<file path="src/rtl/push_button_conditioner.sv">
// Board push-button conditioner: synchronises, debounces, toggles and counts presses
// for the PCIe PIO input word, plus one-cycle press pulses for local logic.
module push_button_conditioner #(
    parameter int N_KEYS          = 4,
    parameter int DEBOUNCE_CYCLES = 1000000
) (
    input  logic              clk_clk,
    input  logic              reset_reset_n,
    input  logic [N_KEYS-1:0] key_n_in,
    output logic [31:0]       push_button_export,
    output logic [N_KEYS-1:0] press_pulse
);

    localparam int            CW       = $clog2(DEBOUNCE_CYCLES + 1);
    localparam logic [CW-1:0] CNT_LAST = CW'(DEBOUNCE_CYCLES - 1);

    logic [N_KEYS-1:0]         s1_q;
    logic [N_KEYS-1:0]         s2_q;
    logic [N_KEYS-1:0]         stable_n_q, stable_n_d;
    logic [N_KEYS-1:0]         toggle_q, toggle_d;
    logic [N_KEYS-1:0]         pulse_q, pulse_d;
    logic [N_KEYS-1:0][CW-1:0] cnt_q, cnt_d;
    logic [7:0]                count_q, count_d;

    // NOTE: every always_comb output gets a default first, so no path can infer a latch.
    always_comb begin
        stable_n_d = stable_n_q;
        cnt_d      = cnt_q;
        pulse_d    = '0;
        toggle_d   = toggle_q;
        count_d    = count_q;
        for (int i = 0; i < N_KEYS; i++) begin
            // One cycle of agreement restarts the count, which is what rejects bounces.
            if (s2_q[i] == stable_n_q[i]) begin
                cnt_d[i] = '0;
            end else if (cnt_q[i] == CNT_LAST) begin
                stable_n_d[i] = s2_q[i];
                cnt_d[i]      = '0;
            end else begin
                cnt_d[i] = cnt_q[i] + CW'(1);
            end
            pulse_d[i]  = stable_n_q[i] & ~stable_n_d[i];
            toggle_d[i] = toggle_q[i] ^ pulse_d[i];
            count_d     = count_d + 8'(pulse_d[i]);
        end
    end

    // NOTE: sequential state uses non-blocking assignments so all flops see pre-edge values.
    always_ff @(posedge clk_clk) begin
        if (!reset_reset_n) begin
            s1_q       <= '1;
            s2_q       <= '1;
            stable_n_q <= '1;
            cnt_q      <= '0;
            toggle_q   <= '0;
            pulse_q    <= '0;
            count_q    <= '0;
        end else begin
            s1_q       <= key_n_in;
            s2_q       <= s1_q;
            stable_n_q <= stable_n_d;
            cnt_q      <= cnt_d;
            toggle_q   <= toggle_d;
            pulse_q    <= pulse_d;
            count_q    <= count_d;
        end
    end

    always_comb begin
        push_button_export                = '0;
        push_button_export[N_KEYS-1:0]    = ~stable_n_q;
        push_button_export[8 +: N_KEYS]   = toggle_q;
        push_button_export[23:16]         = count_q;
    end

    assign press_pulse = pulse_q;

endmodule

</file>
<file path="config.mk">
export PLATFORM = sky130hd
export DESIGN_NAME = push_button_conditioner
export DESIGN_NICKNAME = d
export VERILOG_FILES = /design/src/rtl/push_button_conditioner.sv
export SDC_FILE = /design/constraint.sdc
export NUM_CORES = 1
export LEC_CHECK = 0
export ABC_CLOCK_PERIOD_IN_PS = 4600
export BUFFER_PORTS_ARGS = -buffer_cell sky130_fd_sc_hd__buf_2
export CORE_MARGIN = 3
export CORE_UTILIZATION = 43
export CTS_CLUSTER_SIZE = 14
export DETAILED_ROUTE_END_ITERATION = 6
export PLACE_DENSITY = 0.69
export RECOVER_POWER = 25
export SLEW_MARGIN = 25
export SYNTH_ARGS = -nofsm -noshare
export SYNTH_HDL_FRONTEND = slang
export SYNTH_SLANG_ARGS = --single-unit
</file>
<file path="constraint.sdc">
create_clock -name clk_clk -period 4.6 [get_ports clk_clk]
set_input_delay 0.92 -clock clk_clk [delete_from_list [all_inputs] [get_ports clk_clk]]
set_output_delay 0.92 -clock clk_clk [all_outputs]
set_load 0.02 [all_outputs]
</file>
==> metrics.cfg <==
[outcome]
status=finished, final reports clean

[pwr]
p_sw_mw=0.347
powerDensity_mw_per_mm2=292
pwr-share-comb_pct=2.1
p_leak_nw=1.68
seq_power_share_pct=62.5
p_clk_share_pct=35.3
switching_share_pct=23.1
internal_power_mw=1.16
finalPower_mw=1.50
max-vdd-ir-drop_uv=186

[global_routing]
grt_use_total_pct=14.9
antenna_found_initial=0
grt_pass1_vias=3530
grt_first_pass_wirelength_um=15600
grt_remaining_overflow=0
grt_start_max_net_pins=21

[sta]
min_period_ns=3.51
hold_ws_ns=0.414
worstMarginPinSlew_ns=1.02
period_share_pct=76.3
slew_violations=0
slew_headroom_pct=32.1
max_freq_mhz=285
setup_tns_ns=0
rsz0062_at_grt=false
setup_viol=0
worst_slack_ns=1.09
fin_skew_ns=0.0117
hold_violations=0

[floorplan]
die_w_um=112
rows=38
start_util_pct=44.4
core-area_mm2=0.0109
die_area_mm2=0.0125
die-height_um=112
io_pins=42

[route]
first_pass_iters=4
dr.first_iter.drc_count=124
wl_per_cell_um=12.8
antenna_left=0
route.vias.total=3698
drc=0
viasPerCell=5.32
routed_wl_um=8910

[clocking]
htree_levels=3
cts.clk_slew.worst_paths_ns=0.10
cts_root_buf=clkbuf_8
cts_hold_buf=0
insertion_delay_ns=0.38
cts_tree=yes
cts-resized-gates=0
cts_post_setup_buffers_inserted=0
cts_made_buffers=9
cts_buffer_depth=2
cts_sinks=108

[logic_synthesis]
synth_edf_count=0
synth-seq-cells=108
ys_seq_area_share_pct=44.7
synth.avg_cell_area_um2=9.07
synth_flop_cell=dfxtp_1
syn_inst=533
ys_warn_count=0
synth_cell_types=42
synth-async-reset-ratio_pct=0
syn_area_mm2=0.00483

[final_layout]
final_cell_mix=dfxtp_1, nor2_1, xor2_1
finalNetCount=564
diodes=0
area_delta_synth_final_pct=6.58
layout_commonest_cell=dfxtp_1
drive_gt1_share_pct=5.59

[critical_path]
worstSetupPathType=flop to flop
critPathRequiredTime_ns=4.85
path_max_fanout=8
critPathLaunchType=flop
cp-end-kind=flop
cp.arrival_ns=3.76

[flow_run]
maxCapViolCount=0

[placed_design]
pre_cts_ws_ns=1.09
gp_congestion=0.824
port_buffers=25
hpwl_um=6280

[worst_hold_path]
min_path_type=flop to flop

==> metal layers <==
| metal | part of all wire [%] | track usage [%] | vias to the layer above | wire [um] |
|---|---|---|---|---|
| met4 | 1.8 | 6.33 | 0 | 157 |
| met2 | 45 | 23.7 | 41 | 3970 |
| met3 | 3.0 | 3.15 | 12 | 263 |
| met5 | 0 | 0 | - | 0 |
| met1 | 51 | 19.6 | 1751 | 4520 |
| li1 | - | - | 1894 | - |
==> layout make-up <==
type	instances	area [um^2]
clock buffers	11	141
multi-input cells	388	2460
repair buffers	27	114
well taps	140	175
inverters	16	60.1
fillers	1036	5740
flip-flops and latches	108	2160
clock inverters	5	37.5
==> power by group through the flow <==
stage,combinational (mW),clock (mW),sequential [mW]
floorplan,0.0368,0,0.962
global placement,0.0315,0,0.963
detailed placement,0.0322,0,0.963
CTS,0.0322,0.549,0.941
global route,0.0356,0.584,0.942
finish,0.0318,0.532,0.941
==> worst max-delay path, stage by stage, from the launching register on <==
cell and delay (ns):
dfxtp_1 0.35, or4b_1 0.52, or4_1 0.68, nor3_1 0.31, fa_1 0.46, inv_1 0.08
fa_1 0.18, inv_1 0.05, fa_1 0.42, nand3_1 0.13, xor2_1 0.15, nor2_1 0.05
==> stage by stage <==
stage | instance area [um^2] | instances | util [%]
after floorplan | 4890 | 548 | -
after global placement | 5000 | 679 | 45.9
after detailed placement | 5000 | 679 | 45.9
after CTS | 5180 | 695 | 47.5
after global routing | 5150 | 695 | 47.3
final | 5150 | 695 | 47.3
==> cell families (layout without fill, tap and decap cells) <==
group,after synthesis,after routing,share of synthesized area [%]
fa+ha+maj,8,8,2.54
buf+inv,52,59,5.51
flops,108,108,44.7
other cells,1,16,0.0776
simple gates,240,240,27.8
mux,1,1,0.207
xor+xnor,62,62,11.2
compound gates,61,61,7.90
==> Yosys cell counts, drive strengths merged (13+ instances only) <==
library cell / number / area share [%]
dfxtp: 108 / 45
xor2: 48 / 8.7
nor2: 69 / 5.4
a21oi: 23 / 2.4
xnor2: 14 / 2.5
clkbuf: 13 / 1.0
nand2: 20 / 1.6
nand4: 22 / 2.8
o21ai: 13 / 1.3
o31ai: 14 / 2.2
buf: 23 / 3.2
inv: 16 / 1.2
and4: 16 / 2.9
or4: 23 / 3.6
nand3: 36 / 3.8
==> sequential cells by signal (all words and copies together) (netlist names) <==
register / flops
cnt_q: 80
count_q: 8
press_pulse: 4
s1_q: 4
s2_q: 4
stable_n_q: 4
toggle_q: 4
==> final timing paths <==
check	startpoint	endpoint	slack [ns]	cells after the start
worst min register to register	s1_q[0]	s2_q[0]	0.41	1
worst max register to register	cnt_q[27]	count_q[6]	1.09	11
worst max-delay path	cnt_q[27]	count_q[6]	1.09	11
worst min-delay path	s1_q[0]	s2_q[0]	0.41	1
Note: power is estimated with default switching activity, not from simulation.
